`config.mk`:
```
export PLATFORM = sky130hd
export DESIGN_NAME = fifo_ctrl
export DESIGN_NICKNAME = d
export VERILOG_FILES = /design/src/rtl/fifo_ctrl.sv
export SDC_FILE = /design/constraint.sdc
export NUM_CORES = 1
export LEC_CHECK = 0
export ABC_AREA = 1
export ABC_CLOCK_PERIOD_IN_PS = 2800
export CAP_MARGIN = 30
export CORE_UTILIZATION = 37
export CTS_CLUSTER_DIAMETER = 150
export CTS_CLUSTER_SIZE = 12
export DETAILED_ROUTE_END_ITERATION = 6
export PLACE_DENSITY = 0.82
export SYNTH_ARGS = -nofsm -noshare
export SYNTH_HDL_FRONTEND = slang
export SYNTH_SLANG_ARGS = --single-unit
```
`constraint.sdc`:
```
create_clock -name clk -period 2.8 [get_ports clk]
set_input_delay 0.42 -clock clk [delete_from_list [all_inputs] [get_ports clk]]
set_output_delay 0.42 -clock clk [all_outputs]
set_load 0.01 [all_outputs]
```
`src/rtl/fifo_ctrl.sv`:
```
// fifo_ctrl: eight-entry, 32-bit FIFO controller driving an external 8x32
// register file. It owns head/tail pointers, occupancy and handshake status.
// Read data is captured from the register file into a registered dout.
module fifo_ctrl (
  input  logic        clk,
  input  logic        reset,
  input  logic        wr_en,
  input  logic        rd_en,
  input  logic [31:0] din,
  output logic [31:0] dout,
  output logic        full,
  output logic        empty,
  output logic [3:0]  data_count,
  output logic        wr_ack,
  output logic        wr_err,
  output logic        rd_ack,
  output logic        rd_err,
  output logic        rf_we,
  output logic [2:0]  rf_wAddr,
  output logic [31:0] rf_wData,
  output logic [2:0]  rf_rAddr,
  input  logic [31:0] rf_rData
);

  logic [2:0]  head_r;
  logic [2:0]  tail_r;
  logic [3:0]  count_r;
  logic [31:0] dout_r;
  logic        wr_ack_r;
  logic        wr_err_r;
  logic        rd_ack_r;
  logic        rd_err_r;

  logic        full_s;
  logic        empty_s;
  logic        do_wr_s;
  logic        do_rd_s;
  logic [3:0]  count_nxt_s;

  // Occupancy flags follow the count committed at the last edge
  always_comb begin
    full_s  = (count_r == 4'd8);
    empty_s = (count_r == 4'd0);
  end

  // Request decode: a read on a full FIFO frees the slot a same-cycle write reuses
  always_comb begin
    do_rd_s = rd_en & ~empty_s;
    do_wr_s = wr_en & (~full_s | do_rd_s);
  end

  // Next occupancy: simultaneous read and write leave the count unchanged
  always_comb begin
    count_nxt_s = count_r;
    case ({do_wr_s, do_rd_s})
      2'b10:   count_nxt_s = count_r + 4'd1;
      2'b01:   count_nxt_s = count_r - 4'd1;
      default: count_nxt_s = count_r;
    endcase
  end

  // Pointer, count and read-data state; dout takes the pre-write slot contents
  always_ff @(posedge clk) begin
    if (reset) begin
      head_r  <= 3'd0;
      tail_r  <= 3'd0;
      count_r <= 4'd0;
      dout_r  <= 32'd0;
    end else begin
      if (do_wr_s) begin
        tail_r <= tail_r + 3'd1;
      end
      if (do_rd_s) begin
        head_r <= head_r + 3'd1;
        dout_r <= rf_rData;
      end
      count_r <= count_nxt_s;
    end
  end

  // Handshake status reports the outcome of the previous cycle's requests
  always_ff @(posedge clk) begin
    if (reset) begin
      wr_ack_r <= 1'b0;
      wr_err_r <= 1'b0;
      rd_ack_r <= 1'b0;
      rd_err_r <= 1'b0;
    end else begin
      wr_ack_r <= do_wr_s;
      wr_err_r <= wr_en & ~do_wr_s;
      rd_ack_r <= do_rd_s;
      rd_err_r <= rd_en & ~do_rd_s;
    end
  end

  // Register-file port drive; the write enable is blocked while reset is high
  always_comb begin
    rf_we    = do_wr_s & ~reset;
    rf_wAddr = tail_r;
    rf_wData = din;
    rf_rAddr = head_r;
  end

  // Output mapping
  always_comb begin
    dout       = dout_r;
    full       = full_s;
    empty      = empty_s;
    data_count = count_r;
    wr_ack     = wr_ack_r;
    wr_err     = wr_err_r;
    rd_ack     = rd_ack_r;
    rd_err     = rd_err_r;
  end

endmodule

```
== Word-level counts from Yosys, hierarchy flattened ==
Cells that the tools add are included.
W data, S select, Z words.

* $add $sub $neg: 4
* $mul: 0
* Divide/modulo/power cells: 0
* $lt $le $gt $ge: 0
* Eq/ne operators: 3
* Shift operators: 0
* Multiplexer cells: 1
* Bitwise logic cells: 11
* Reductions and logical operators: 2

{| class="wikitable"
|+ Operators with widths
! cell !! count
|-
| $pmux W4 S2 || 1
|-
| $add A3 B1 Y3 const B || 2
|-
| $and A1 B1 Y1 || 5
|-
| $not A1 Y1 || 5
|-
| $add A4 B1 Y4 const B || 1
|-
| $eq A4 B4 Y1 const B || 1
|-
| $logic_not A4 Y1 || 1
|-
| $sub A4 B1 Y4 const B || 1
|-
| $eq A2 B1 Y1 const B || 1
|-
| $eq A2 B2 Y1 const B || 1
|-
| $reduce_bool A2 Y1 || 1
|-
| $or A1 B1 Y1 || 1
|}

* Register bits after elaboration: 46
* Bits in latches: 0
* RAM bits: 0
* Bits in read-only memories: 0
* Input port bits: 68
* Memories kept: 0

== Depth between registers and ports, before layout ==
Gate-level depths: netlist of run 1.

* Depth in word-level cells: 7
* Depth in mapped cells: 11

== Worst setup path after synthesis of run 1 ==
Ideal clock, no wire load.

* Path kind: flip-flop to flip-flop
* Start: register count_r[3] (netlist: data_count[3])
* End: register count_r[3] (netlist: data_count[3])
* Setup time: 115 ps
* Arrival time: 1636 ps
* Required time: 2685 ps
* Slack: 1049 ps
* Cell stages (with the launch flop): 12
* Buffers on the path: 0
* Clock period less this slack: 1751 ps
* Path through: dfxtp_1 -> nor2_2 -> nand2_4 -> nand3_1 -> inv_1 -> ha_1 -> a21oi_1 -> nand3_1 -> nand2_1 -> nand3_1 -> nand2_1 -> nor2_1

* Word-level cells in the longest chain between the ends: 7
* Elaborated cells on any way between the ends: 13
* Those cells by class: add/sub (2); eq/ne (3); mux (1); bitwise (5); reduce/logical (2)

{| class="wikitable"
|+ Ends and longest elaborated chain
! item !! line !! RTL
|-
| start: declaration || 27 || <nowiki>logic [3:0] count_r;</nowiki>
|-
| start signal: assignment || 77 || <nowiki>count_r <= count_nxt_s;</nowiki>
|-
| $logic_not A4 Y1 || 43 || <nowiki>empty_s = (count_r == 4'd0);</nowiki>
|-
| $not A1 Y1 || 48 || <nowiki>do_rd_s = rd_en & ~empty_s;</nowiki>
|-
| $and A1 B1 Y1 || 48 ||
|-
| $or A1 B1 Y1 || 49 || <nowiki>do_wr_s = wr_en & (~full_s | do_rd_s);</nowiki>
|-
| $and A1 B1 Y1 || 49 ||
|-
| $eq A2 B1 Y1 or $eq A2 B2 Y1 (tied branches) || 55 || <nowiki>case ({do_wr_s, do_rd_s})</nowiki>
|-
| $pmux W4 S2 or $reduce_bool A2 Y1 (tied branches) || -- ||
|}

Several ways; a longest one is shown, not always the timed one.
A chain may end at the register's enable or synchronous reset.

== Final worst setup path of run 1 ==
* Start: input port rd_en
* End: output port rf_we

* Word-level cells in the longest chain between the ends: 4

{| class="wikitable"
|+ Ends and longest elaborated chain
! item !! line !! RTL
|-
| start: declaration || 8 || <nowiki>input logic rd_en,</nowiki>
|-
| $and A1 B1 Y1 || 48 ||
|-
| $or A1 B1 Y1 || 49 ||
|-
| $and A1 B1 Y1 || 49 ||
|-
| $and A1 B1 Y1 || 98 || <nowiki>rf_we = do_wr_s & ~reset;</nowiki>
|-
| end: declaration || 18 || <nowiki>output logic rf_we,</nowiki>
|}

No other way between the ends.

==> results of run 1 <==
==> flip-flops by register name, indices dropped and copies added (netlist names) <==
signal / count
rd_err: 1
wr_ack: 1
dout: 32
rd_ack: 1
rf_rAddr: 3
rf_wAddr: 3
wr_err: 1
data_count: 4
==> path summary, 6_finish.rpt <==
kind | from | cells past startpoint | slack, ns | to
hold / removal | dout[0]$_SDFFE_PP0P_ | 2 | 0.46 | dout[0]$_SDFFE_PP0P_
setup reg to reg | data_count[3]$_SDFFE_PP0P_ | 11 | 0.61 | data_count[3]$_SDFFE_PP0P_
setup / recovery | rd_en | 8 | 0.42 | rf_we
hold reg to reg | dout[0]$_SDFFE_PP0P_ | 2 | 0.46 | dout[0]$_SDFFE_PP0P_
==> kinds of logic (layout without fill, tap and decap cells) <==
logic type	after synthesis	in the layout	share of synthesized area [%]
simple gates	98	98	21.6
buf+inv	61	109	18.3
compound gates	46	46	11.2
flops	46	46	44.7
fa+ha+maj	5	5	3.40
xor+xnor	2	2	0.850
==> stage by stage <==
step	std cells	cell area, sq um	util (%)	power, mW
6_report	376	2780	53.1	2.43
5_1_grt	376	2780	53.1	2.61
4_1_cts	376	2780	53.1	2.46
3_5_place_dp	368	2690	51.3	2.05
3_3_place_gp	368	2690	51.3	2.02
2_1_floorplan	258	2060	-	1.63
==> cell usage in the layout, fill, tap and decap left out <==
master            n
nor2_1            6
clkdlybuf4s50_1  84
clkbuf_1          1
xor2_1            2
nand4_1           1
inv_1            14
a21oi_1          41
nor2_2            1
clkinv_2          1
nor2_4            1
o21ai_0           5
nand2_4           1
nor3_1            2
fa_1              1
clkbuf_8          6
nand2_1          43
buf_4             3
nand2_2           1
nand3_1          42
ha_1              4
dfxtp_1          46
==> worst reg2reg max path, stage by stage (launching register included) <==
cell	delay, ns
dfxtp_1	0.45
nor2_2	0.09
nand2_4	0.30
nand3_1	0.25
inv_1	0.14
ha_1	0.27
a21oi_1	0.23
nand3_1	0.09
nand2_1	0.10
nand3_1	0.07
nand2_1	0.07
nor2_1	0.04
==> power by group through the flow <==
stage	registers (mW)	logic [mW]	clock network, mW
floorplan	0.990	0.642	0
global placement	0.929	1.10	0
detailed placement	0.931	1.12	0
CTS	0.919	1.12	0.425
global route	0.939	1.21	0.461
finish	0.918	1.10	0.408
==> final cells by class <==
cell class                      instances  area (sq um)
Fill cell                             504          2460
Multi-Input combinational cell        151           763
Sequential cell                        46           921
Tap cell                               70          87.6
Clock inverter                          1          5.00
Timing Repair Buffer                   87           863
Clock buffer                            7          86.3
Inverter                               14          52.6
==> per-layer routing <==
metal	track usage [%]	part of all wire (%)	vias up
met4	6.15	1.4	0
li1	-	-	906
met5	0	0	-
met1	20.6	44	831
met2	26.5	49	52
met3	4.88	5.7	20
==> run_results.csv, run 1 <==
group,metric,value,unit
timing,min_period,2.38,ns
place,globalplace.congestion,0.697,
timing,rsz0062_at_grt,"no",
worst_setup_path,cp.required,2.38,ns
grt,grt_pass1_wl,7870,microns
timing,setup_ws,0.424,ns
yosys,synth_edf_count,0,
yosys,synth_top_cell_area_share,44.7,%
timing,setup_violations,0,
flow_run,max_cap_violations,0,
clock_tree,cts_tree,"yes",
floorplan,initial_core_util,39.4,%
pwr,p_switching,907,uW
grt,grt_overflow,0,
clock_tree,insertion_delay,0.28,ns
clock_tree,hold_buffers,0,
yosys,seq_area_frac_synth,44.7,%
worst_setup_path,critPathKind,"input port to primary output",
clock_tree,numCtsBuffers,5,
pwr,sequentialPowerShare,37.8,%
drt,wl,4780,microns
clock_tree,htreeDepth,2,
grt,first_global_vias,1668,
floorplan,ios,149,
floorplan,rows,26,
timing,finalClockSkew,0.00302,ns
min_path,hold_class,"flip-flop to flip-flop",
timing,max_slew_margin,73.0,%
worst_setup_path,worstPathMaxFanout,5,
floorplan,core,5240,sq um
yosys,ys_warn_count,0,
yosys,synthFlopType,"dfxtp_1",
clock_tree,post_cts_buffers,0,
timing,hold_viol,0,
worst_setup_path,cp_top_family,"buffers and inverters",
drt,wl_per_cell,12.7,microns
drt,vias,1809,
drt,via_per_inst,4.81,
grt,grt_max_degree,40,
yosys,synth_area_leaders,"dfxtp_1, buf_4, nand3_1",
yosys,syn_inst,258,
place,dp_hpwl,3370,microns
worst_setup_path,worst_path_most_repeated_cell,"inv_1",
finish,syn2layout_area_growth,34.8,%
pwr,leakage,1.08,nW
drt,drt_iter0_markers,81,
worst_setup_path,endpoint_kind,"primary output",
place,place.port_buffers,84,
place,dpl_worst_slack,0.203,ns
worst_setup_path,cp_cell_sequence,"clkdlybuf4s50_1 > inv_1 > nand4_1 > nand2_1 > inv_1 > nand2_1 > inv_1 > clkdlybuf4s50_1",
worst_setup_path,slowest_stage,"clkdlybuf4s50_1",
floorplan,dieArea,5880,sq um
floorplan,die_w,76.7,microns
yosys,synth_common_cells,"dfxtp_1, nand2_1, nand3_1",
pwr,internal_power,1.52,mW
pwr,vdd_drop_max,0.460,mV
finish,antennaDiodeCount,0,
finish,nNetsFinal,378,
yosys,yosysMostFrequentCell,"dfxtp_1",
yosys,ys_ff_latch,46,
timing,finalMaxSlewViolations,0,
worst_setup_path,cp_slowest_stage_delay,0.52,ns
clock_tree,cts.repair.resized,0,
yosys,synth_cell_types,21,
worst_setup_path,cp_num_buf_inv,5,
clock_tree,clock-root-buffer,"clkbuf_8",
timing,fmax,421,MHz
yosys,synth_nets,331,
clock_tree,cts_num_sinks,46,
clock_tree,clockBufferDepth,2,
pwr,pwr-share-comb,45.4,%
floorplan,die_y,76.7,microns
drt,firstDrtPassIters,4,
yosys,async_flop_share,0,%
grt,grtUsageTotal,16.4,%
timing,hold_ws,0.464,ns
timing,tightest_slew,0.405,ns
clock_tree,path_clk_slew,0.08,ns
pwr,power.density,874,nW/um^2
yosys,yosys.area.top_type,"dfxtp_1",
pwr,switching_share,37.3,%
worst_setup_path,cp-start-kind,"input port",
drt,ant_nets,0,
timing,tns,0,ns
outcome,status,"finished, final reports clean",
worst_setup_path,worstPathArrival,1.96,ns
timing,fin_crit_sh,84.9,%
drt,drc,0,
grt,grt_antenna_before_repair,0,
pwr,clkPwrFrac,16.8,%
yosys,synth.avg_cell_area,7.99,sq um
finish,drive_gt1_share,4.58,%
yosys,syn-cell-area,2060,sq um
Note: power is estimated with default switching activity, not from simulation.
==> inputs of run 2 (changes only) <==
- ABC_CLOCK_PERIOD_IN_PS: 2800 -> 2050
- CORE_UTILIZATION: 37 -> 31
- PLACE_DENSITY: 0.82 -> 0.73
- clock period: 2.8 -> 2.05 ns (I/O delays scaled with it)
==> run 2 against run 1 <==
Wire length increased by 4.3%. Hold slack improved by 0.0012 ns. Sequential cell count unchanged. Largest cell class is now non-clock buffers. Largest power group unchanged.
==> run_results.csv, run 2 (same netlist as run 1, synthesis figures left out) <==
group,metric,value,unit
floorplan,die_w,83.6,microns
drt,wl_per_cell,12.7,microns
timing,setup_violations,0,
grt,grt_antenna_before_repair,0,
drt,drt_iter0_markers,47,
timing,max_slew_margin,72.4,%
pwr,power.density,1260,nW/um^2
worst_setup_path,cp-start-kind,"flip-flop",
min_path,hold_path_depth,2,
grt,grt_pass1_wl,8540,microns
floorplan,dieArea,6980,sq um
outcome,status,"finished, final reports clean",
grt,grt_overflow,0,
finish,multi_input_area,763,sq um
finish,n_fill_cell,639,
worst_setup_path,endpoint_kind,"primary output",
clock_tree,numCtsBuffers,5,
worst_setup_path,critPathKind,"flip-flop to primary output",
worst_setup_path,cp_cell_sequence,"nor2_2 > nand2_4 > inv_1 > clkdlybuf4s50_1",
worst_setup_path,worstPathMaxFanout,10,
finish,mostFrequentLayoutCells,"clkdlybuf4s50_1, dfxtp_1, nand2_1",
clock_tree,post_cts_buffers,0,
finish,drive_gt1_share,7.91,%
finish,fin_area,2910,sq um
place,place.port_buffers,84,
clock_tree,htreeDepth,2,
floorplan,core,6390,sq um
drt,drc,0,
timing,finalMaxSlewViolations,0,
timing,hold_viol,0,
worst_setup_path,cp_slowest_stage_delay,0.54,ns
worst_setup_path,slowest_stage,"clkdlybuf4s50_1",
clock_tree,cts.repair.resized,1,
worst_setup_path,cp.required,1.74,ns
finish,syn2layout_area_growth,41.3,%
timing,min_period,1.89,ns
place,globalplace.congestion,0.826,
drt,wl,4990,microns
grt,first_global_vias,1813,
drt,ant_nets,0,
floorplan,rows,29,
floorplan,initial_core_util,32.3,%
pwr,vdd_drop_max,0.589,mV
drt,vias,1859,
drt,via_per_inst,4.73,
flow_run,max_cap_violations,0,
pwr,leakage,1.15,nW
finish,nNetsFinal,388,
clock_tree,clockBufferDepth,2,
timing,fmax,528,MHz
worst_setup_path,worstPathArrival,1.59,ns
place,dp_hpwl,3580,microns
timing,rsz0062_at_grt,"no",
clock_tree,cts_tree,"yes",
clock_tree,path_clk_slew,0.09,ns
finish,antennaDiodeCount,0,
timing,finalClockSkew,0.00518,ns
grt,grt_max_degree,40,
finish,layout_commonest_cell,"clkdlybuf4s50_1",
clock_tree,hold_buffers,0,
grt,grtUsageTotal,14.8,%
finish,regArea,921,sq um
timing,fin_crit_sh,92.4,%
min_path,hold_class,"flip-flop to flip-flop",
clock_tree,insertion_delay,0.29,ns
clock_tree,clock-root-buffer,"clkbuf_8",
drt,firstDrtPassIters,4,
clock_tree,cts_num_sinks,46,
place,place_area,2770,sq um
floorplan,die_y,83.6,microns
worst_setup_path,ff2ff_path_depth,11,
floorplan,ios,149,
finish,largest_register_ffs,32,
timing,tightest_slew,0.413,ns
timing,hold_ws,0.465,ns
finish,utilization,45.6,%
run 2: cell types whose count changed in the layout (fill, tap and decap cells not counted):
cell,delta
buf_4,+10
dlygate4sd2_1,+1
clkinv_2,-1
clkbuf_1,-1
clkdlybuf4s50_1,-1
bufinv_16,+2
run 2: per-stage QoR:
stage / total power [mW] / instances / setup WS, ns / setup TNS, ns
after CTS: 3.73 / 393 / 0.126 / 0
final: 3.67 / 393 / 0.155 / 0
after floorplan: 2.23 / 258 / 0.299 / 0
after global placement: 2.84 / 385 / 0.00199 / 0
after detailed placement: 2.88 / 385 / -0.0412 / -0.0461
after global routing: 3.95 / 393 / 0.0401 / 0
run 2: final timing paths:
| kind | start | endpoint | slack (ns) |
|---|---|---|---|
| worst max register to register | data_count[3]$_SDFFE_PP0P_ | data_count[3]$_SDFFE_PP0P_ | 0.22 |
| worst min-delay path | dout[8]$_SDFFE_PP0P_ | dout[8]$_SDFFE_PP0P_ | 0.46 |
| worst max-delay path | data_count[3]$_SDFFE_PP0P_ | empty | 0.16 |
| worst min register to register | dout[8]$_SDFFE_PP0P_ | dout[8]$_SDFFE_PP0P_ | 0.46 |
run 2: critical path, delay by kind of cell (launching register included):
family	cells	cell delay, ns
DFF	1	0.39
and+or+nand+nor	2	0.29
buffers and inverters	2	0.62
run 2: cell type report:
class | count | share of cell area, %
inverters | 14 | 1.80
multi-input cells | 151 | 26.2
clock buffers | 6 | 2.84
flip-flops and latches | 46 | 31.6
clock inverters | 2 | 2.06
repair buffers | 97 | 32.2
well taps | 77 | 3.31
run 2: metal layers:
metal | up-vias | global-route usage [%] | wire length (microns)
li1 | 927 | - | -
met1 | 850 | 17.6 | 2160
met2 | 67 | 24.8 | 2360
met3 | 15 | 4.95 | 376
met4 | 0 | 5.39 | 93
met5 | - | 0 | 0
run 2: where the power goes:
group          switching [mW]  leakage [nW]  total (mW)  internal [mW]
logic                   0.835         0.704        1.59          0.754
registers               0.153         0.377        1.26           1.10
clock network           0.307        0.0714       0.827          0.520
==> inputs of run 3 (changes only) <==
- RECOVER_POWER: default -> 100
- TNS_END_PERCENT: default -> 10
==> run 3 against run 2 <==
Sequential power barely moved. Hold slack got worse by 0.0030 ns. Core utilization is 0.22 points lower. Count of clock-buffer cells in the layout unchanged. Cell count is the same. Wire length down 0.26%. Via count increased by 0.86%. Die area is the same. Clock power is essentially flat. Critical endpoint unchanged. Largest cell class unchanged.
==> run_results.csv, run 3 (same netlist as run 1, synthesis figures left out) <==
group,metric,value,unit
outcome,status,"finished, final reports clean",
worst_setup_path,slowest_stage,"clkdlybuf4s50_1",
pwr,leakage,1.28,nW
pwr,vdd_drop_max,0.570,mV
clock_tree,post_cts_buffers,0,
clock_tree,hold_buffers,0,
grt,grt_pass1_wl,8540,microns
drt,drc,0,
floorplan,ios,149,
grt,grt_antenna_before_repair,0,
finish,antennaDiodeCount,0,
timing,fin_crit_sh,92.5,%
timing,setup_violations,0,
finish,drive_gt1_share,7.28,%
clock_tree,path_clk_slew,0.09,ns
worst_setup_path,worstPathMaxFanout,10,
drt,firstDrtPassIters,4,
finish,mostFrequentLayoutCells,"dlygate4sd3_1, dfxtp_1, nand2_1",
clock_tree,numCtsBuffers,5,
place,place_area,2770,sq um
place,globalplace.congestion,0.826,
grt,grt_max_degree,40,
pwr,total_power,3.58,mW
finish,largest_register_ffs,32,
finish,fin_area,2900,sq um
timing,finalClockSkew,0.00612,ns
drt,vias,1875,
worst_setup_path,critPathLaunch,"data_count[3]$_SDFFE_PP0P_",
floorplan,rows,29,
floorplan,initial_core_util,32.3,%
finish,nNetsFinal,388,
clock_tree,cts.repair.resized,1,
clock_tree,htreeDepth,2,
floorplan,die_y,83.6,microns
drt,wl,4980,microns
clock_tree,cts_tree,"yes",
worst_setup_path,cp-start-kind,"flip-flop",
drt,wl_per_cell,12.7,microns
worst_setup_path,endpoint_kind,"primary output",
floorplan,dieArea,6980,sq um
min_path,hold_class,"flip-flop to flip-flop",
grt,first_global_vias,1813,
clock_tree,clockBufferDepth,2,
place,dp_hpwl,3580,microns
worst_setup_path,worstPathArrival,1.59,ns
clock_tree,clock-root-buffer,"clkbuf_8",
worst_setup_path,critPathKind,"flip-flop to primary output",
grt,grt_overflow,0,
timing,hold_viol,0,
timing,tns,0,ns
worst_setup_path,cp.required,1.74,ns
clock_tree,cts_num_sinks,46,
place,dpl_worst_slack,-0.0412,ns
timing,tightest_slew,0.796,ns
timing,max_slew_margin,46.9,%
worst_setup_path,r2r-start,"data_count[3]$_SDFFE_PP0P_",
worst_setup_path,cp_slowest_stage_delay,0.53,ns
min_path,min-delay-start,"dout[20]$_SDFFE_PP0P_",
drt,via_per_inst,4.77,
timing,min_period,1.90,ns
floorplan,die_w,83.6,microns
grt,grtUsageTotal,14.8,%
clock_tree,insertion_delay,0.29,ns
finish,layout_commonest_cell,"dlygate4sd3_1",
place,place.port_buffers,84,
worst_setup_path,cp_cell_sequence,"nor2_2 > nand2_4 > inv_1 > clkdlybuf4s50_1",
flow_run,max_cap_violations,0,
drt,ant_nets,0,
timing,rsz0062_at_grt,"no",
pwr,power.density,1230,nW/um^2
timing,finalMaxSlewViolations,0,
finish,utilization,45.4,%
timing,fmax,527,MHz
timing,setup_ws,0.154,ns
finish,syn2layout_area_growth,40.6,%
drt,drt_iter0_markers,57,
floorplan,core,6390,sq um
[run 3: cell count changes in the layout (fill, tap and decap cells not counted), sizes merged]
cell / delta
buf: -5
dlygate4sd3: +47
clkdlybuf4s50: -47
clkbuf: +5
[run 3: worst paths after layout]
path | endpoint | slack [ns] | cells past startpoint
setup / recovery | empty | 0.15 | 4
hold / removal | dout[20]$_SDFFE_PP0P_ | 0.46 | 2
setup reg to reg | data_count[3]$_SDFFE_PP0P_ | 0.23 | 11
hold reg to reg | dout[20]$_SDFFE_PP0P_ | 0.46 | 2
[run 3: worst max-delay path, delay by kind of cell (launching register included)]
kind,cells,cell delay (ns)
buffers and inverters,2,0.61
DFF,1,0.39
and+or+nand+nor,2,0.30
[run 3: cell type report]
cell class	count	area, sq um
Clock buffer	6	82.6
Clock inverter	2	60.1
Fill cell	643	3490
Inverter	14	52.6
Multi-Input combinational cell	151	761
Sequential cell	46	921
Tap cell	77	96.3
Timing Repair Buffer	97	926
[run 3: per-stage QoR]
step | hold WS (ns) | cells
after floorplan | 0.470 | 258
after global placement | 0.448 | 385
after detailed placement | 0.455 | 385
after CTS | 0.469 | 393
after global routing | 0.485 | 393
final | 0.462 | 393
[run 3: layer usage]
| layer | up-vias | GRT usage (%) | share of wire [%] |
|---|---|---|---|
| met5 | - | 0 | 0 |
| met4 | 0 | 5.39 | 1.9 |
| met3 | 15 | 4.95 | 7.8 |
| met2 | 71 | 24.8 | 47 |
| met1 | 860 | 17.6 | 43 |
| li1 | 929 | - | - |
[run 3: power by group]
part           leakage, nW  internal (mW)  switching, mW  total [mW]
clock               0.0714          0.520          0.308       0.828
sequential           0.377           1.10          0.144        1.25
combinational        0.828          0.668          0.833        1.50
total                 1.28           2.29           1.28        3.58
